$ cat config.mk
export PLATFORM = sky130hd
export DESIGN_NAME = decode_stage_flat
export DESIGN_NICKNAME = d
export VERILOG_FILES = /design/src/rtl/decode_stage_pkg.sv /design/src/rtl/decode_stage_if.sv /design/src/rtl/rv_decode_comb.sv /design/src/rtl/decode_stage.sv /design/src/flat_wrapper.sv
export SDC_FILE = /design/constraint.sdc
export NUM_CORES = 1
export LEC_CHECK = 0
export CAP_MARGIN = 20
export CORE_MARGIN = 3
export CORE_UTILIZATION = 66
export DETAILED_ROUTE_END_ITERATION = 8
export DONT_BUFFER_PORTS = 1
export GPL_ROUTABILITY_DRIVEN = 1
export PLACE_DENSITY = 0.82
export SYNTH_ARGS = -nofsm -noshare
export SYNTH_HDL_FRONTEND = slang
export SYNTH_SLANG_ARGS = --single-unit
$ cat constraint.sdc
create_clock -name CLK -period 3.1 [get_ports CLK]
set_clock_uncertainty 0.15 [all_clocks]
set_input_delay 0.31 -clock CLK [delete_from_list [all_inputs] [get_ports CLK]]
set_output_delay 0.31 -clock CLK [all_outputs]
set_load 0.05 [all_outputs]
$ cat src/rtl/decode_stage_pkg.sv
// Shared encodings and types for the decode stage.
// Opcodes, control field values and FSM state.
package decode_stage_pkg;

  localparam logic [6:0] OP_LOAD   = 7'b0000011;
  localparam logic [6:0] OP_STORE  = 7'b0100011;
  localparam logic [6:0] OP_DPIMM  = 7'b0010011;
  localparam logic [6:0] OP_DPREG  = 7'b0110011;
  localparam logic [6:0] OP_BRANCH = 7'b1100011;
  localparam logic [6:0] OP_JAL    = 7'b1101111;
  localparam logic [6:0] OP_JALR   = 7'b1100111;
  localparam logic [6:0] OP_AUIPC  = 7'b0010111;
  localparam logic [6:0] OP_LUI    = 7'b0110111;

  localparam logic [6:0] F7_MEXT = 7'b0000001;

  localparam logic [1:0] PCS_NONE = 2'b00;
  localparam logic [1:0] PCS_BR   = 2'b01;
  localparam logic [1:0] PCS_JAL  = 2'b10;
  localparam logic [1:0] PCS_JALR = 2'b11;

  localparam logic [2:0] IMM_U = 3'b000;
  localparam logic [2:0] IMM_J = 3'b010;
  localparam logic [2:0] IMM_I = 3'b011;
  localparam logic [2:0] IMM_S = 3'b110;
  localparam logic [2:0] IMM_B = 3'b111;

  localparam logic [3:0] ALU_ADD = 4'b0000;
  localparam logic [3:0] ALU_SUB = 4'b0001;

  localparam logic [1:0] SRCA_RS1  = 2'b00;
  localparam logic [1:0] SRCA_ZERO = 2'b01;
  localparam logic [1:0] SRCA_PC   = 2'b11;

  localparam logic [1:0] SRCB_RS2  = 2'b00;
  localparam logic [1:0] SRCB_FOUR = 2'b01;
  localparam logic [1:0] SRCB_IMM  = 2'b11;

  localparam logic [2:0] SIZE_WORD = 3'b010;

  typedef enum logic [1:0] {
    RUN,
    MC_START,
    MC_WAIT
  } state_t;

  typedef struct packed {
    logic [1:0] pcs;
    logic       reg_write;
    logic       mem_write;
    logic       mem_to_reg;
    logic [1:0] src_a;
    logic [1:0] src_b;
    logic [2:0] imm_src;
    logic [3:0] alu_ctrl;
    logic       compute_sel;
    logic       mcycle_sel;
    logic [1:0] mcycle_op;
    logic [2:0] size_sel;
    logic       illegal;
    logic [4:0] rd;
    logic [4:0] rs1;
    logic [4:0] rs2;
  } ctrl_t;

  // mul/div unit op: bit1 picks divide, bit0 picks unsigned
  function automatic logic [1:0] mcycle_op(
    input logic [2:0] f3
  );
    return {f3[2], f3[2] ? f3[0] : f3[1]};
  endfunction

  // 0 selects the low product / quotient, 1 the other half
  function automatic logic mcycle_sel(
    input logic [2:0] f3
  );
    return !((f3 == 3'b000) ||
             (f3 == 3'b100) ||
             (f3 == 3'b101));
  endfunction

endpackage

$ cat src/rtl/decode_stage_if.sv
// Handshake and control-bundle bus of the decode stage.
// master drives instructions, slave is the stage.
interface decode_stage_if;

  logic [31:0] InstrIn;
  logic        InValid;
  logic        InReady;
  logic        OutValid;
  logic        OutReady;
  logic        Flush;

  logic [1:0]  PCS;
  logic        RegWrite;
  logic        MemWrite;
  logic        MemtoReg;
  logic [1:0]  ALUSrcA;
  logic [1:0]  ALUSrcB;
  logic [2:0]  ImmSrc;
  logic [3:0]  ALUControl;
  logic        ComputeResultSel;
  logic        MCycleResultSel;
  logic [1:0]  MCycleOp;
  logic [2:0]  SizeSel;
  logic        Illegal;
  logic [4:0]  Rd;
  logic [4:0]  Rs1;
  logic [4:0]  Rs2;

  logic        MCycleStart;
  logic        MCycleBusy;

  modport master (
    output InstrIn, InValid, OutReady,
    output Flush, MCycleBusy,
    input  InReady, OutValid, MCycleStart,
    input  PCS, RegWrite, MemWrite, MemtoReg,
    input  ALUSrcA, ALUSrcB, ImmSrc,
    input  ALUControl, ComputeResultSel,
    input  MCycleResultSel, MCycleOp,
    input  SizeSel, Illegal, Rd, Rs1, Rs2
  );

  modport slave (
    input  InstrIn, InValid, OutReady,
    input  Flush, MCycleBusy,
    output InReady, OutValid, MCycleStart,
    output PCS, RegWrite, MemWrite, MemtoReg,
    output ALUSrcA, ALUSrcB, ImmSrc,
    output ALUControl, ComputeResultSel,
    output MCycleResultSel, MCycleOp,
    output SizeSel, Illegal, Rd, Rs1, Rs2
  );

endinterface

$ cat src/rtl/rv_decode_comb.sv
// Combinational RV32I(+M) instruction decoder.
// Produces the full control bundle for one word.
module rv_decode_comb
  import decode_stage_pkg::*;
#(
  parameter int M_EXT      = 1,
  parameter int SUBWORD_EN = 1
) (
  input  logic [31:0] instr,
  output ctrl_t       ctrl
);

  logic [6:0] opcode;
  logic [2:0] funct3;
  logic [6:0] funct7;

  logic is_load;
  logic is_store;
  logic is_dpimm;
  logic is_dpreg;
  logic is_branch;
  logic is_jal;
  logic is_jalr;
  logic is_auipc;
  logic is_lui;
  logic is_mext;
  logic shift_imm;
  logic size_ok;
  logic mext_ok;

  assign opcode = instr[6:0];
  assign funct3 = instr[14:12];
  assign funct7 = instr[31:25];

  assign is_load   = (opcode == OP_LOAD);
  assign is_store  = (opcode == OP_STORE);
  assign is_dpimm  = (opcode == OP_DPIMM);
  assign is_dpreg  = (opcode == OP_DPREG);
  assign is_branch = (opcode == OP_BRANCH);
  assign is_jal    = (opcode == OP_JAL);
  assign is_jalr   = (opcode == OP_JALR);
  assign is_auipc  = (opcode == OP_AUIPC);
  assign is_lui    = (opcode == OP_LUI);

  assign is_mext = is_dpreg &&
                   (funct7 == F7_MEXT);

  assign shift_imm = (funct3 == 3'b001) ||
                     (funct3 == 3'b101);

  assign size_ok = (SUBWORD_EN != 0) ||
                   (funct3 == SIZE_WORD);

  assign mext_ok = (M_EXT != 0);

  // Field decode; unmatched or disabled forms fall to illegal
  always_comb begin
    ctrl          = '0;
    ctrl.pcs      = PCS_NONE;
    ctrl.alu_ctrl = ALU_ADD;
    ctrl.size_sel = SIZE_WORD;
    ctrl.rd       = instr[11:7];
    ctrl.rs1      = instr[19:15];
    ctrl.rs2      = instr[24:20];
    unique case (1'b1)
      is_load && size_ok: begin
        ctrl.reg_write  = 1'b1;
        ctrl.mem_to_reg = 1'b1;
        ctrl.src_b      = SRCB_IMM;
        ctrl.imm_src    = IMM_I;
        ctrl.size_sel   = funct3;
      end
      is_store && size_ok: begin
        ctrl.mem_write = 1'b1;
        ctrl.src_b     = SRCB_IMM;
        ctrl.imm_src   = IMM_S;
        ctrl.size_sel  = funct3;
      end
      is_dpimm: begin
        ctrl.reg_write = 1'b1;
        ctrl.src_b     = SRCB_IMM;
        ctrl.imm_src   = IMM_I;
        ctrl.alu_ctrl  = shift_imm ?
                         {funct3, funct7[5]} :
                         {funct3, 1'b0};
      end
      is_dpreg && !is_mext: begin
        ctrl.reg_write = 1'b1;
        ctrl.src_b     = SRCB_RS2;
        ctrl.alu_ctrl  = {funct3, funct7[5]};
      end
      is_mext && mext_ok: begin
        ctrl.reg_write   = 1'b1;
        ctrl.src_b       = SRCB_RS2;
        ctrl.alu_ctrl    = {funct3, funct7[5]};
        ctrl.compute_sel = 1'b1;
        ctrl.mcycle_op   = mcycle_op(funct3);
        ctrl.mcycle_sel  = mcycle_sel(funct3);
      end
      is_branch: begin
        ctrl.pcs      = PCS_BR;
        ctrl.imm_src  = IMM_B;
        ctrl.alu_ctrl = ALU_SUB;
      end
      is_jal: begin
        ctrl.pcs       = PCS_JAL;
        ctrl.reg_write = 1'b1;
        ctrl.src_a     = SRCA_PC;
        ctrl.src_b     = SRCB_FOUR;
        ctrl.imm_src   = IMM_J;
      end
      is_jalr: begin
        ctrl.pcs       = PCS_JALR;
        ctrl.reg_write = 1'b1;
        ctrl.src_a     = SRCA_PC;
        ctrl.src_b     = SRCB_FOUR;
        ctrl.imm_src   = IMM_I;
      end
      is_auipc: begin
        ctrl.reg_write = 1'b1;
        ctrl.src_a     = SRCA_PC;
        ctrl.src_b     = SRCB_IMM;
        ctrl.imm_src   = IMM_U;
      end
      is_lui: begin
        ctrl.reg_write = 1'b1;
        ctrl.src_a     = SRCA_ZERO;
        ctrl.src_b     = SRCB_IMM;
        ctrl.imm_src   = IMM_U;
      end
      default: begin
        ctrl.illegal = 1'b1;
      end
    endcase
  end

endmodule

$ cat src/rtl/decode_stage.sv
// Decode pipeline stage: bundle register, handshake,
// and the issue FSM for the multicycle mul/div unit.
module decode_stage
  import decode_stage_pkg::*;
#(
  parameter int M_EXT      = 1,
  parameter int SUBWORD_EN = 1
) (
  input logic           CLK,
  input logic           RESETn,
  decode_stage_if.slave bus
);

  ctrl_t  dec;
  ctrl_t  held;
  logic   out_valid;
  logic   in_ready;
  logic   accept;
  logic   xfer;
  logic   mc_start;
  state_t state;
  state_t state_nxt;

  rv_decode_comb #(
    .M_EXT      (M_EXT),
    .SUBWORD_EN (SUBWORD_EN)
  ) u_dec (
    .instr (bus.InstrIn),
    .ctrl  (dec)
  );

  assign in_ready = (state == RUN) &&
                    !bus.Flush &&
                    (!out_valid || bus.OutReady);

  assign accept = bus.InValid && in_ready;
  assign xfer   = out_valid && bus.OutReady;

  // Bundle register; flush wins over a new load
  always_ff @(posedge CLK) begin
    if (!RESETn) begin
      out_valid <= 1'b0;
      held      <= '0;
    end else begin
      if (accept) begin
        held <= dec;
      end
      if (bus.Flush) begin
        out_valid <= 1'b0;
      end else if (accept) begin
        out_valid <= 1'b1;
      end else if (xfer) begin
        out_valid <= 1'b0;
      end
    end
  end

  // Issue FSM state register
  always_ff @(posedge CLK) begin
    if (!RESETn) begin
      state <= RUN;
    end else begin
      state <= state_nxt;
    end
  end

  // Issue FSM; flush never aborts an issued op
  always_comb begin
    state_nxt = state;
    mc_start  = 1'b0;
    unique case (state)
      RUN: begin
        if (xfer &&
            held.compute_sel &&
            !held.illegal) begin
          state_nxt = MC_START;
        end
      end
      MC_START: begin
        mc_start  = 1'b1;
        state_nxt = MC_WAIT;
      end
      MC_WAIT: begin
        if (!bus.MCycleBusy) begin
          state_nxt = RUN;
        end
      end
      default: begin
        state_nxt = RUN;
      end
    endcase
  end

  assign bus.InReady     = in_ready;
  assign bus.OutValid    = out_valid;
  assign bus.MCycleStart = mc_start;

  assign bus.PCS              = held.pcs;
  assign bus.RegWrite         = held.reg_write;
  assign bus.MemWrite         = held.mem_write;
  assign bus.MemtoReg         = held.mem_to_reg;
  assign bus.ALUSrcA          = held.src_a;
  assign bus.ALUSrcB          = held.src_b;
  assign bus.ImmSrc           = held.imm_src;
  assign bus.ALUControl       = held.alu_ctrl;
  assign bus.ComputeResultSel = held.compute_sel;
  assign bus.MCycleResultSel  = held.mcycle_sel;
  assign bus.MCycleOp         = held.mcycle_op;
  assign bus.SizeSel          = held.size_sel;
  assign bus.Illegal          = held.illegal;
  assign bus.Rd               = held.rd;
  assign bus.Rs1              = held.rs1;
  assign bus.Rs2              = held.rs2;

endmodule

$ cat src/flat_wrapper.sv
// flat-port wrapper written by rule: the top's interface ports become plain ports
module decode_stage_flat import decode_stage_pkg::*;
#(
  parameter int M_EXT      = 1,
  parameter int SUBWORD_EN = 1
)
  (CLK, RESETn, bus_InstrIn, bus_InValid, bus_OutReady, bus_Flush, bus_MCycleBusy, bus_InReady, bus_OutValid, bus_MCycleStart, bus_PCS, bus_RegWrite, bus_MemWrite, bus_MemtoReg, bus_ALUSrcA, bus_ALUSrcB, bus_ImmSrc, bus_ALUControl, bus_ComputeResultSel, bus_MCycleResultSel, bus_MCycleOp, bus_SizeSel, bus_Illegal, bus_Rd, bus_Rs1, bus_Rs2);
  decode_stage_if bus_i ();
  input logic CLK;
  input logic RESETn;
  input wire logic [$bits(bus_i.InstrIn)-1:0] bus_InstrIn;
  input wire logic [$bits(bus_i.InValid)-1:0] bus_InValid;
  input wire logic [$bits(bus_i.OutReady)-1:0] bus_OutReady;
  input wire logic [$bits(bus_i.Flush)-1:0] bus_Flush;
  input wire logic [$bits(bus_i.MCycleBusy)-1:0] bus_MCycleBusy;
  output wire logic [$bits(bus_i.InReady)-1:0] bus_InReady;
  output wire logic [$bits(bus_i.OutValid)-1:0] bus_OutValid;
  output wire logic [$bits(bus_i.MCycleStart)-1:0] bus_MCycleStart;
  output wire logic [$bits(bus_i.PCS)-1:0] bus_PCS;
  output wire logic [$bits(bus_i.RegWrite)-1:0] bus_RegWrite;
  output wire logic [$bits(bus_i.MemWrite)-1:0] bus_MemWrite;
  output wire logic [$bits(bus_i.MemtoReg)-1:0] bus_MemtoReg;
  output wire logic [$bits(bus_i.ALUSrcA)-1:0] bus_ALUSrcA;
  output wire logic [$bits(bus_i.ALUSrcB)-1:0] bus_ALUSrcB;
  output wire logic [$bits(bus_i.ImmSrc)-1:0] bus_ImmSrc;
  output wire logic [$bits(bus_i.ALUControl)-1:0] bus_ALUControl;
  output wire logic [$bits(bus_i.ComputeResultSel)-1:0] bus_ComputeResultSel;
  output wire logic [$bits(bus_i.MCycleResultSel)-1:0] bus_MCycleResultSel;
  output wire logic [$bits(bus_i.MCycleOp)-1:0] bus_MCycleOp;
  output wire logic [$bits(bus_i.SizeSel)-1:0] bus_SizeSel;
  output wire logic [$bits(bus_i.Illegal)-1:0] bus_Illegal;
  output wire logic [$bits(bus_i.Rd)-1:0] bus_Rd;
  output wire logic [$bits(bus_i.Rs1)-1:0] bus_Rs1;
  output wire logic [$bits(bus_i.Rs2)-1:0] bus_Rs2;
  assign bus_i.InstrIn = bus_InstrIn;
  assign bus_i.InValid = bus_InValid;
  assign bus_i.OutReady = bus_OutReady;
  assign bus_i.Flush = bus_Flush;
  assign bus_i.MCycleBusy = bus_MCycleBusy;
  assign bus_InReady = bus_i.InReady;
  assign bus_OutValid = bus_i.OutValid;
  assign bus_MCycleStart = bus_i.MCycleStart;
  assign bus_PCS = bus_i.PCS;
  assign bus_RegWrite = bus_i.RegWrite;
  assign bus_MemWrite = bus_i.MemWrite;
  assign bus_MemtoReg = bus_i.MemtoReg;
  assign bus_ALUSrcA = bus_i.ALUSrcA;
  assign bus_ALUSrcB = bus_i.ALUSrcB;
  assign bus_ImmSrc = bus_i.ImmSrc;
  assign bus_ALUControl = bus_i.ALUControl;
  assign bus_ComputeResultSel = bus_i.ComputeResultSel;
  assign bus_MCycleResultSel = bus_i.MCycleResultSel;
  assign bus_MCycleOp = bus_i.MCycleOp;
  assign bus_SizeSel = bus_i.SizeSel;
  assign bus_Illegal = bus_i.Illegal;
  assign bus_Rd = bus_i.Rd;
  assign bus_Rs1 = bus_i.Rs1;
  assign bus_Rs2 = bus_i.Rs2;
  decode_stage #(.M_EXT(M_EXT), .SUBWORD_EN(SUBWORD_EN)) u_core (.CLK(CLK), .RESETn(RESETn), .bus(bus_i));
endmodule
==> results.txt <==
----------------------------------------------------
[Clocking]
  Clk pin slew, worst setup/hold paths ... 0.12 ns
  Master cell of the clock root buffer ... sky130_fd_sc_hd__clkbuf_4
  Hold-fix buffers at CTS ... 23
  TritonCTS sink count ... 42
  Worst-skew pair later-pin latency ... 0.33 ns
  Clock Tree Buf Depth ... 2
  Setup bufs post-CTS ... 0
  PostCTS Resize Cnt ... 0
  Number of CTS-inserted buffers ... 5
  Depth of the CTS H-tree ... 2
  TritonCTS clock tree ... yes

[Routing]
  Vias/cell ... 6.11
  Routed via count ... 1,563
  Number of DRC markers in iteration 0 ... 104
  Total routed wirelength ... 4420 µm
  Routed wire per std cell ... 17.3 µm
  Residual DRC count ... 0
  Post-detailed-route count of antenna-violating nets ... 0
  First-pass detailed-route iteration total ... 4

[Pwr]
  PD cells ... 507 nW/µm²
  Leak Pwr ... 0.000783 µW
  IR Drop Worst-Case VDD ... 575 µV

[Logic synthesis]
  Synthesized net count ... 247
  Count of flip-flops with a built-in enable after synthesis ... 0
  Area share of the leading cell type in the synthesized netlist ... 45.7%
  Main synth FF type ... sky130_fd_sc_hd__dfxtp_1
  Share of synthesized flip-flops with an asynchronous set or reset ... 0%
  Commonest cells in the netlist ... sky130_fd_sc_hd__nand2_1 (49), sky130_fd_sc_hd__dfxtp_1 (42), sky130_fd_sc_hd__a21boi_1 (11)
  Number of library cell types mapped by synthesis ... 39
  Mean cell area of the mapped netlist ... 8.80 µm²
  Cell accounting for the most synthesized area ... sky130_fd_sc_hd__dfxtp_1
  Cell types with the largest area share after synthesis ... sky130_fd_sc_hd__dfxtp_1 (46%), sky130_fd_sc_hd__nand2_1 (10%), sky130_fd_sc_hd__a21boi_1 (4.5%)
  Post-synthesis instance total ... 209
  Sequential area share after synthesis ... 45.7%
  Cell area after synthesis ... 1840 µm²
  Number of synthesized register bits ... 42
  YS warnings ... 0
  Cell with the most instances after synthesis ... sky130_fd_sc_hd__nand2_1

[Die]
  Initial standard-cell utilization of the core ... 71.6%
  Y dimension of the die ... 58.8 µm
  Rows ... 18
  Number of ports placed on the die boundary ... 80
  Die ar. ... 3460 µm²
  Core box area ... 2570 µm²
  Die Wd ... 58.8 µm

[Placed design]
  Global placer's final weighted congestion ... 0.821
  Count of buffers from port buffering ... 0
  DP Wirelength ... 2810 µm
  Total placed instance area ... 1780 µm²

[Layout]
  Number of nets in the layout ... 264
  Final Core Density ... 82.3%
  Fraction of final layout cells with drive strength greater than 1 ... 8.41%
  # diodes ... 0
  Cell area after layout ... 2110 µm²
  Relative area change from synthesis to final layout ... 14.8%

[Global route]
  Largest net degree at the start of global routing ... 38
  Global-route wire length before repair ... 7070 µm
  Remaining Overflow, GRT ... 0
  Global Route Usage Sum ... 26.4%
  Initial antenna violation count ... 0
  Via count of the first global-routing pass ... 1,508

[Timing]
  Number of setup violations in the final report ... 0
  Highest Clock Rate ... 483 MHz
  Shortest period the worst path allows ... 2.07 ns
  Final hold violations ... 0
  Worst-Margin Slew ... 1.00 ns
  Post-Route Setup TNS ... 0 ns
  Count of pins over their slew limit ... 0
  Worst slew margin relative to its limit ... 32.8%
  Part of the cycle the worst path needs ... 66.8%
  Setup repair after global routing missed its margin ... no

[Setup path]
  Req. time, crit path ... 2.64 ns
  Worst Setup Start Kind ... flip-flop
  Critical path cell sequence ... nand2b_1, and2_1
  Worst Setup Path Type ... flip-flop to output port
  Slowest-stage cell, CP ... sky130_fd_sc_hd__dfxtp_1
  Critical Path Fanout Max ... 4
  Arr. time, crit path ... 1.61 ns
  Kind of end point of the critical path ... output port
  Worst path max stage delay ... 0.67 ns

[Hold path]
  Worst Hold Class ... primary input to flip-flop

[Status]
  Outcome ... finished, final reports clean

[Run]
  Max capacitance violation total ... 0

----------------------------------------------------
## metal layers
metal	GRT usage (%)	vias up	wire, µm
met5	0	-	0
met4	6.80	0	59
met3	8.55	8	426
met2	42.9	77	2180
met1	33.7	722	1760
li1	-	756	-
## power by group
group	leakage, µW	switching, µW	internal, µW	total, µW
clock	0.0000443	168	188	356
sequential	0.000341	62.0	554	616
combinational	0.000397	50.9	47.7	98.6
total	0.000783	281	790	1070
## cell families after synthesis
kind of cell,after synthesis,share of synthesized area [%]
simple gates,95,27.8
flops,42,45.7
mux,2,1.09
compound gates,51,19.4
buf+inv,19,6.05
## flip-flops by register name, summed over array words and instances, names as in the netlist
name                         cells
u_core.bus.ALUControl            4
u_core.bus.ALUSrcA               2
u_core.bus.ALUSrcB               2
u_core.bus.ComputeResultSel      1
u_core.bus.Illegal               1
u_core.bus.ImmSrc                3
u_core.bus.MCycleOp              2
u_core.bus.MCycleResultSel       1
u_core.bus.MemWrite              1
u_core.bus.MemtoReg              1
u_core.bus.OutValid              1
u_core.bus.PCS                   2
u_core.bus.Rd                    5
u_core.bus.RegWrite              1
u_core.bus.Rs1                   5
u_core.bus.Rs2                   5
u_core.bus.SizeSel               3
u_core.state                     2
## metrics by stage
| step | worst slack, ns | power [µW] | cells | hold WS (ns) |
|---|---|---|---|---|
| floorplan | 1.33 | 699 | 209 | 0.285 |
| global placement | 1.20 | 689 | 224 | 0.282 |
| detailed placement | 1.09 | 693 | 224 | 0.290 |
| CTS | 1.02 | 1070 | 254 | 0.00797 |
| global route | 0.947 | 1110 | 256 | 0.000244 |
| finish | 1.03 | 1070 | 256 | 0.0155 |
## path summary, 6_finish.rpt
kind                                     from                                       to  slack (ns)  depth (start not counted)
min                           bus_InstrIn[12]      u_core.bus.MCycleOp[0]$_SDFFE_PN0P_        0.02                          2
max reg2reg  u_core.bus.OutValid$_SDFFE_PP0P_  u_core.bus.MCycleResultSel$_SDFFE_PN0P_        1.07                          5
max          u_core.bus.OutValid$_SDFFE_PP0P_                              bus_InReady        1.03                          2
min reg2reg      u_core.state[0]$_SDFFE_PN0P_             u_core.state[1]$_SDFFE_PN0P_        0.46                          2
## cell usage in the layout (no fill, tap or decap), types with 4 or more instances in the layout
cell and instances:
sky130_fd_sc_hd__inv_1 4, sky130_fd_sc_hd__nand3_1 6, sky130_fd_sc_hd__dlygate4sd3_1 25, sky130_fd_sc_hd__nor3_1 4, sky130_fd_sc_hd__o21ai_1 5, sky130_fd_sc_hd__a21boi_1 11
sky130_fd_sc_hd__a21oi_1 7, sky130_fd_sc_hd__a21boi_0 10, sky130_fd_sc_hd__clkbuf_4 5, sky130_fd_sc_hd__nor2b_1 6, sky130_fd_sc_hd__and2_1 4, sky130_fd_sc_hd__nand2_1 49
sky130_fd_sc_hd__o21ai_0 5, sky130_fd_sc_hd__nor2_1 5, sky130_fd_sc_hd__dfxtp_1 42
## layout make-up
type / count / area, µm²
Inverter: 4 / 15.0
Tap cell: 30 / 37.5
Sequential cell: 42 / 841
Clock buffer: 6 / 51.3
Fill cell: 160 / 455
Timing Repair Buffer: 25 / 250
Multi-Input combinational cell: 148 / 887
Clock inverter: 1 / 30.0
## worst max-delay path: cells and delay by family, from the launching register on
kind | cells | cell delay, ns
DFF | 1 | 0.67
and+or+nand+nor | 2 | 0.61
Power figures use the tool's default switching activity.
